$ cat src/rtl/mem_bus_responder.sv
// mem_bus_responder: memory-side end of the control unit's bus strobes.
// It latches a 16-bit address on i_Address_Out, then performs exactly one 8-bit
// read (i_Bus_In) or write (i_Bus_Out) against the memory map. The address is
// consumed by the access, so every transfer needs its own i_Address_Out.
//
// Optional build macro: MEM_WAIT_EN
//   defined   : i_Mem_Ready ends a transfer. If ready has not come after WAIT_MAX
//               stalled cycles, the transfer is aborted. An aborted read returns
//               OPEN_BUS, and any abort sets o_Protocol_Err.
//   undefined : fixed latency. Re/We is high for one cycle and the transfer
//               completes at the end of that cycle. o_Stall stays 0.
//
// Handshake semantics (all strobes are single-cycle and sampled on every rising edge):
//   - i_Address_Out, i_Bus_In and i_Bus_Out are requests without back-pressure.
//     A request that cannot be honoured is dropped and sets o_Protocol_Err.
//   - o_Mem_Re / o_Mem_We are one-cycle request pulses. o_Mem_Addr and
//     o_Mem_Wdata stay stable until the transfer completes.
//   - The memory completes a transfer by holding i_Mem_Ready high for one cycle
//     with i_Mem_Rdata valid. It may do so in the same cycle as Re/We.
//   - o_Stall is high in every pending cycle except the completing one, so the
//     cycle counter advances in the same cycle that data returns.
module mem_bus_responder #(
  parameter int                ADDR_W   = 16,
  parameter int                DATA_W   = 8,
  parameter int                WAIT_MAX = 15,
  parameter logic [DATA_W-1:0] OPEN_BUS = 8'hFF
) (
  input  logic              i_Clk,
  input  logic              i_Reset_n,
  input  logic              i_Address_Out,
  input  logic [ADDR_W-1:0] i_Address,
  input  logic              i_Bus_In,
  input  logic              i_Bus_Out,
  input  logic [DATA_W-1:0] i_Data_From_CPU,
  output logic [DATA_W-1:0] o_Data_To_CPU,
  output logic              o_Data_Valid,
  output logic              o_Write_Done,
  output logic              o_Stall,
  output logic              o_Protocol_Err,
  output logic [ADDR_W-1:0] o_Mem_Addr,
  output logic [DATA_W-1:0] o_Mem_Wdata,
  output logic              o_Mem_Re,
  output logic              o_Mem_We,
  input  logic [DATA_W-1:0] i_Mem_Rdata,
  input  logic              i_Mem_Ready,
  output logic [1:0]        o_Dbg_State
);

  typedef enum logic [1:0] {
    IDLE       = 2'd0,
    ADDR_VALID = 2'd1,
    RD_PEND    = 2'd2,
    WR_PEND    = 2'd3
  } state_t;

  state_t            state;
  // Address that arrived together with a bus strobe. It becomes current once
  // the transfer in flight completes.
  logic [ADDR_W-1:0] next_addr;
  logic              next_addr_v;
  logic              pending;
  logic              any_req;
  logic              done_now;
  logic              timed_out;

  assign pending     = (state == RD_PEND) || (state == WR_PEND);
  assign any_req     = i_Address_Out || i_Bus_In || i_Bus_Out;
  assign o_Dbg_State = state;

`ifdef MEM_WAIT_EN
  localparam int CNT_W = $clog2(WAIT_MAX + 1);
  logic [CNT_W-1:0] wait_cnt;

  // Count the stalled cycles of the current transfer. The count is zero
  // whenever no transfer is pending.
  always_ff @(posedge i_Clk) begin
    if (!i_Reset_n) begin
      wait_cnt <= '0;
    end else if (pending && !done_now) begin
      wait_cnt <= wait_cnt + CNT_W'(1);
    end else begin
      wait_cnt <= '0;
    end
  end

  // Real data takes priority over the timeout when both happen in one cycle.
  assign done_now  = i_Mem_Ready || (wait_cnt == CNT_W'(WAIT_MAX));
  assign timed_out = !i_Mem_Ready && (wait_cnt == CNT_W'(WAIT_MAX));
`else
  // Without wait states, memory always answers in the cycle it is asked.
  localparam int unused_wait_max = WAIT_MAX;
  logic unused_ready;
  assign unused_ready = i_Mem_Ready;
  assign done_now     = 1'b1;
  assign timed_out    = 1'b0;
`endif

  // Stall depends on i_Mem_Ready in the same cycle, so the completing cycle is
  // never stalled.
  assign o_Stall = pending && !done_now;

  // Main transfer FSM. Every output is registered, and the pulse outputs
  // default low on each edge.
  always_ff @(posedge i_Clk) begin
    if (!i_Reset_n) begin
      state          <= IDLE;
      o_Mem_Addr     <= '0;
      o_Mem_Wdata    <= '0;
      o_Mem_Re       <= 1'b0;
      o_Mem_We       <= 1'b0;
      o_Data_To_CPU  <= '0;
      o_Data_Valid   <= 1'b0;
      o_Write_Done   <= 1'b0;
      o_Protocol_Err <= 1'b0;
      next_addr      <= '0;
      next_addr_v    <= 1'b0;
    end else begin
      o_Mem_Re     <= 1'b0;
      o_Mem_We     <= 1'b0;
      o_Data_Valid <= 1'b0;
      o_Write_Done <= 1'b0;
      case (state)
        IDLE: begin
          // A bus strobe with no address latched has nothing to act on.
          if (i_Bus_In || i_Bus_Out) o_Protocol_Err <= 1'b1;
          if (i_Address_Out) begin
            o_Mem_Addr <= i_Address;
            state      <= ADDR_VALID;
          end
        end
        ADDR_VALID: begin
          if (i_Bus_Out) begin
            // If both strobes arrive together, the write wins.
            if (i_Bus_In) o_Protocol_Err <= 1'b1;
            o_Mem_Wdata <= i_Data_From_CPU;
            o_Mem_We    <= 1'b1;
            state       <= WR_PEND;
          end else if (i_Bus_In) begin
            o_Mem_Re <= 1'b1;
            state    <= RD_PEND;
          end else if (i_Address_Out) begin
            o_Mem_Addr <= i_Address;
          end
          // An address that arrives with a strobe must not disturb the access
          // that is starting.
          if ((i_Bus_In || i_Bus_Out) && i_Address_Out) begin
            next_addr   <= i_Address;
            next_addr_v <= 1'b1;
          end
        end
        RD_PEND, WR_PEND: begin
          if (any_req) o_Protocol_Err <= 1'b1;
          if (done_now) begin
            if (state == RD_PEND) begin
              o_Data_To_CPU <= timed_out ? OPEN_BUS : i_Mem_Rdata;
              o_Data_Valid  <= 1'b1;
            end else begin
              o_Write_Done <= 1'b1;
            end
            if (timed_out) o_Protocol_Err <= 1'b1;
            if (next_addr_v) begin
              o_Mem_Addr  <= next_addr;
              next_addr_v <= 1'b0;
              state       <= ADDR_VALID;
            end else begin
              state <= IDLE;
            end
          end
        end
        default: state <= IDLE;
      endcase
    end
  end

endmodule
$ cat config.mk
export PLATFORM = sky130hd
export DESIGN_NAME = mem_bus_responder
export DESIGN_NICKNAME = d
export VERILOG_FILES = /design/src/rtl/mem_bus_responder.sv
export SDC_FILE = /design/constraint.sdc
export NUM_CORES = 1
export LEC_CHECK = 0
export ABC_AREA = 1
export CAP_MARGIN = 20
export CORE_ASPECT_RATIO = 1.1
export CORE_MARGIN = 2
export CORE_UTILIZATION = 35
export CTS_CLUSTER_DIAMETER = 50
export DETAILED_ROUTE_END_ITERATION = 10
export GPL_ROUTABILITY_DRIVEN = 0
export PLACE_DENSITY = 0.69
export SYNTH_ARGS = -nofsm -noshare
export SYNTH_HDL_FRONTEND = slang
export SYNTH_SLANG_ARGS = --single-unit
$ cat constraint.sdc
create_clock -name i_Clk -period 2.9 [get_ports i_Clk]
set_input_delay 0.87 -clock i_Clk [delete_from_list [all_inputs] [get_ports i_Clk]]
set_output_delay 0.87 -clock i_Clk [all_outputs]
set_load 0.005 [all_outputs]
* Word-level counts from Yosys, hierarchy flattened *
Cells that the tools add are included.

storage, ports and cells
  logic and storage cells = 64
  bits in registers = 56
  input port bits = 38
  output and inout bits = 40

cells by class
  mux-type cells = 21
  eq/ne operators = 13
  bitwise logic cells = 2
  reductions and logical operators = 17

operators with widths
  kind                                                                    number
  16-bit 2-to-1 mux                                                       4
  16-bit case mux with 3 select lines                                     1
  2-bit != test (second input constant)                                   9
  2-bit AND reduction                                                     7
  1-bit 2-to-1 mux                                                        10
  2-bit 2-to-1 mux                                                        3
  2-bit case mux with 3 select lines                                      1
  2-bit equality test (second input constant)                             2
  4-bit AND reduction                                                     1
  1-bit logical OR                                                        3
  3-bit != test (second input constant)                                   1
  1-bit case mux with 3 select lines                                      1
  3-bit AND reduction                                                     1
  3-bit OR reduction                                                      1
  2-bit by 1-bit equality test with 1-bit output (second input constant)  1
  2-bit logical NOT                                                       1
  1-bit inverter                                                          2
  1-bit case mux with 2 select lines                                      1
  2-bit nonzero test                                                      1
  2-bit OR reduction                                                      1
  1-bit logical AND                                                       1

* Depth between registers and ports, before layout *
  depth in word-level cells = 4
  mapped depth = 8
  gate-level depth less buffers = 6

* Least setup slack after synthesis *
Ideal clock, no wire load.

  kind = input to register
  from = in i_Bus_Out
  to = reg next_addr[10]
  stages = 7
  slack = 1.322 ns
  buffers on the path = 1
  library setup time = 0.111 ns
  data arrival time = 1.466 ns
  data required time = 2.789 ns
  cells stage by stage = nor2_4 nor2_8 nand2_1 inv_2 buf_6 nor2_1 nor2_1

between the ends
  word-level cells in the longest chain between the ends = 3

ends and longest elaborated chain
  element                               line  source
  start, declared                       33    input logic i_Bus_Out,
  1-bit logical OR                      146   if ((i_Bus_In || i_Bus_Out) && i_Address_Out) begin
  1-bit logical AND                     146
  2-bit AND reduction (no source line)  --
  end signal, assigned                  147   next_addr <= i_Address;
  end, declared                         59    logic [ADDR_W-1:0] next_addr;

No other way between the ends.
A chain may end at the register's enable or synchronous reset.

* Worst setup path after layout *
  from = reg state[0] (netlist: o_Dbg_State[0])
  to = out o_Dbg_State[0]

RTL lines
  element                 line  source
  start, declared         56    state_t state;
  start signal, assigned  106   state <= IDLE;
  start signal, assigned  128   state <= ADDR_VALID;
  start signal, assigned  137   state <= WR_PEND;
  end, declared           46    output logic [1:0] o_Dbg_State

No word-level cell between the ends.

==> flow_metrics.env <==
export IMPL_finalSetupTns_ps=0
export IMPL_vias=2446
export IMPL_end_kind="output pin"
export IMPL_die_x_um=84.58
export IMPL_synth_cell_types=18
export IMPL_max_slew_worst_pin_slew_ps=572.9
export IMPL_crit_required_ps=2030
export IMPL_grt_use_total=0.1674
export IMPL_outcome="finished, final reports clean"
export IMPL_initial_utilization=0.3588
export IMPL_start_kind="flop"
export IMPL_dieArea_sq_um=7835
export IMPL_n_fill_cell=727
export IMPL_setup_slack_ps=736.9
export IMPL_cp_max_fo=5
export IMPL_cp_num_buf_inv=1
export IMPL_clkSlewWorstSetupHoldPaths_ps=100
export IMPL_cts_root_buf="clkbuf_8"
export IMPL_vias_per_cell=4.641
export IMPL_netlist_area_sq_um=2500
export IMPL_cts_setup_buffers=0
export IMPL_routed_wl_mm=6.210
export IMPL_core_sq_um=6967
export IMPL_yosysWarnings=0
export IMPL_cts_tree="built"
export IMPL_cp_slowest_stage_delay_ps=540
export IMPL_overflow=0
export IMPL_post_route_period_util=0.7459
export IMPL_io_pins=78
export IMPL_critical_path_cell_chain="clkdlybuf4s50_1"
export IMPL_cts_max_level=2
export IMPL_final_area_sq_um=3372
export IMPL_rsz0062_at_grt="no"
export IMPL_io_buffers=75
export IMPL_cellLeakagePower_nw=1.584
export IMPL_syn_num_nets=414
export IMPL_ant_nets=0
export IMPL_wl_per_cell_um=11.78
export IMPL_hold_viol_final=0
export IMPL_crit_slowest_cell="clkdlybuf4s50_1"
export IMPL_powerDensity_nw_per_um2=483.2
export IMPL_min_period_ps=2163
export IMPL_cts_repair_resized=0
export IMPL_path_class="flop to output pin"
export IMPL_cts_inserted_buffers=5
export IMPL_seq_area_sq_um=1121
export IMPL_place_hpwl_mm=4.275
export IMPL_first_pass_iters=5
export IMPL_worstPathArrival_ps=1290
export IMPL_drc_errors=0
export IMPL_whs_ps=468.1
export IMPL_critPathTopFamily="buffers and inverters"
export IMPL_postCtsHoldBufs=0
export IMPL_nets=480
export IMPL_skew_ps=7.199
export IMPL_drive_gt1_frac=0.05204
export IMPL_final_common_cell="nor2_1"
export IMPL_clock_sinks=56
export IMPL_drt_iter0_drc=109
export IMPL_synth_seq_cells=56
export IMPL_slew_headroom=0.6167
export IMPL_grt_pass1_wl_mm=10.78
export IMPL_syn2layout_area_growth_pct=34.88
export IMPL_final_cell_mix="nor2_1, clkdlybuf4s50_1, nand2_1"
export IMPL_setup_viol=0
export IMPL_antenna_found_initial=0
export IMPL_maxSlewViolCount=0
export IMPL_ir_drop_mv=0.2159
export IMPL_fmax_mhz=462.3
export IMPL_grt_max_degree=38
export IMPL_clk_latency_ps=310
export IMPL_total_power_mw=1.629
export IMPL_place_area_sq_um=3281
export IMPL_syn_avg_cell_area_sq_um=6.649
export IMPL_rows=32
export IMPL_ys_seq_area_frac=0.4484
export IMPL_syn_instance_count=376
export IMPL_drv_cap=0
export IMPL_fp_dieH_um=92.64
export IMPL_antenna_cells=0
export IMPL_multi_input_area_sq_um=1096
export IMPL_min_path_type="flop to flop"
export IMPL_clockBufferDepth=2
export IMPL_grt_pass1_vias=2518
export IMPL_preCtsSetupSlack_ps=490.0
## metal layers
| layer | GRT usage | wire length [um] | share of wire | vias to the layer above |
|---|---|---|---|---|
| li1 | - | - | - | 1271 |
| met1 | 0.1760 | 2565 | 0.41 | 1096 |
| met2 | 0.3058 | 3042 | 0.49 | 71 |
| met3 | 0.05793 | 490 | 0.079 | 8 |
| met4 | 0.06217 | 111 | 0.018 | 0 |
| met5 | 0 | 0 | 0 | - |
## path summary, 6_finish.rpt
kind / slack, ps / endpoint / from / cells after the start
max reg2reg: 1200 / next_addr[2] / o_Dbg_State[1] / 7
min: 470 / o_Mem_Wdata[3] / o_Mem_Wdata[3] / 2
min reg2reg: 470 / o_Mem_Wdata[3] / o_Mem_Wdata[3] / 2
max: 740 / o_Dbg_State[0] / o_Dbg_State[0] / 1
## stage by stage
step | util | std cells
2_1_floorplan | - | 376
3_3_place_gp | 0.4709 | 520
3_5_place_dp | 0.4709 | 520
4_1_cts | 0.4840 | 527
5_1_grt | 0.4840 | 527
6_report | 0.4840 | 527
## report_power, final
part	total, mW	internal (mW)	switching (mW)
clock	0.447	0.191	0.256
combinational	0.335	0.169	0.165
sequential	0.848	0.821	0.0269
## cells by family after synthesis
group           count (synthesis)  share of synthesized area
simple gates                  220                     0.3669
compound gates                 35                    0.07007
other cells                     1                   0.001500
buf+inv                        64                     0.1131
flops                          56                     0.4485
## registers in the layout, indices dropped and copies added, names as in the netlist
| register | count |
|---|---|
| next_addr_v | 1 |
| o_Data_Valid | 1 |
| next_addr | 16 |
| o_Dbg_State | 2 |
| o_Write_Done | 1 |
| o_Mem_Re | 1 |
| o_Data_To_CPU | 8 |
| o_Mem_Addr | 16 |
| o_Mem_We | 1 |
| o_Protocol_Err | 1 |
| o_Mem_Wdata | 8 |
## Yosys cell counts
library cell    n  share of area
inv_2           3         0.0045
clkbuf_1        6         0.0090
nand2_2         2         0.0050
conb_1          1         0.0015
buf_2          10          0.020
buf_6           3          0.014
a21oi_1        26          0.052
nand2_1        67           0.10
nor2_4          2         0.0090
nand3_1        42          0.084
buf_1           2         0.0030
buf_4           2         0.0060
nor2_8          1         0.0080
o21ai_0         9          0.018
dfxtp_1        56           0.45
nor2_1        105           0.16
inv_1          38          0.057
nor2_2          1         0.0025
## final cells by class
cell class                      count  share of cell area
Inverter                           41             0.04564
Clock inverter                      1            0.002597
Multi-Input combinational cell    256              0.3250
Timing Repair Buffer               82              0.2382
Clock buffer                        6             0.02449
Sequential cell                    56              0.3325
Tap cell                           85             0.03154
Note: power is estimated with default switching activity, not from simulation.
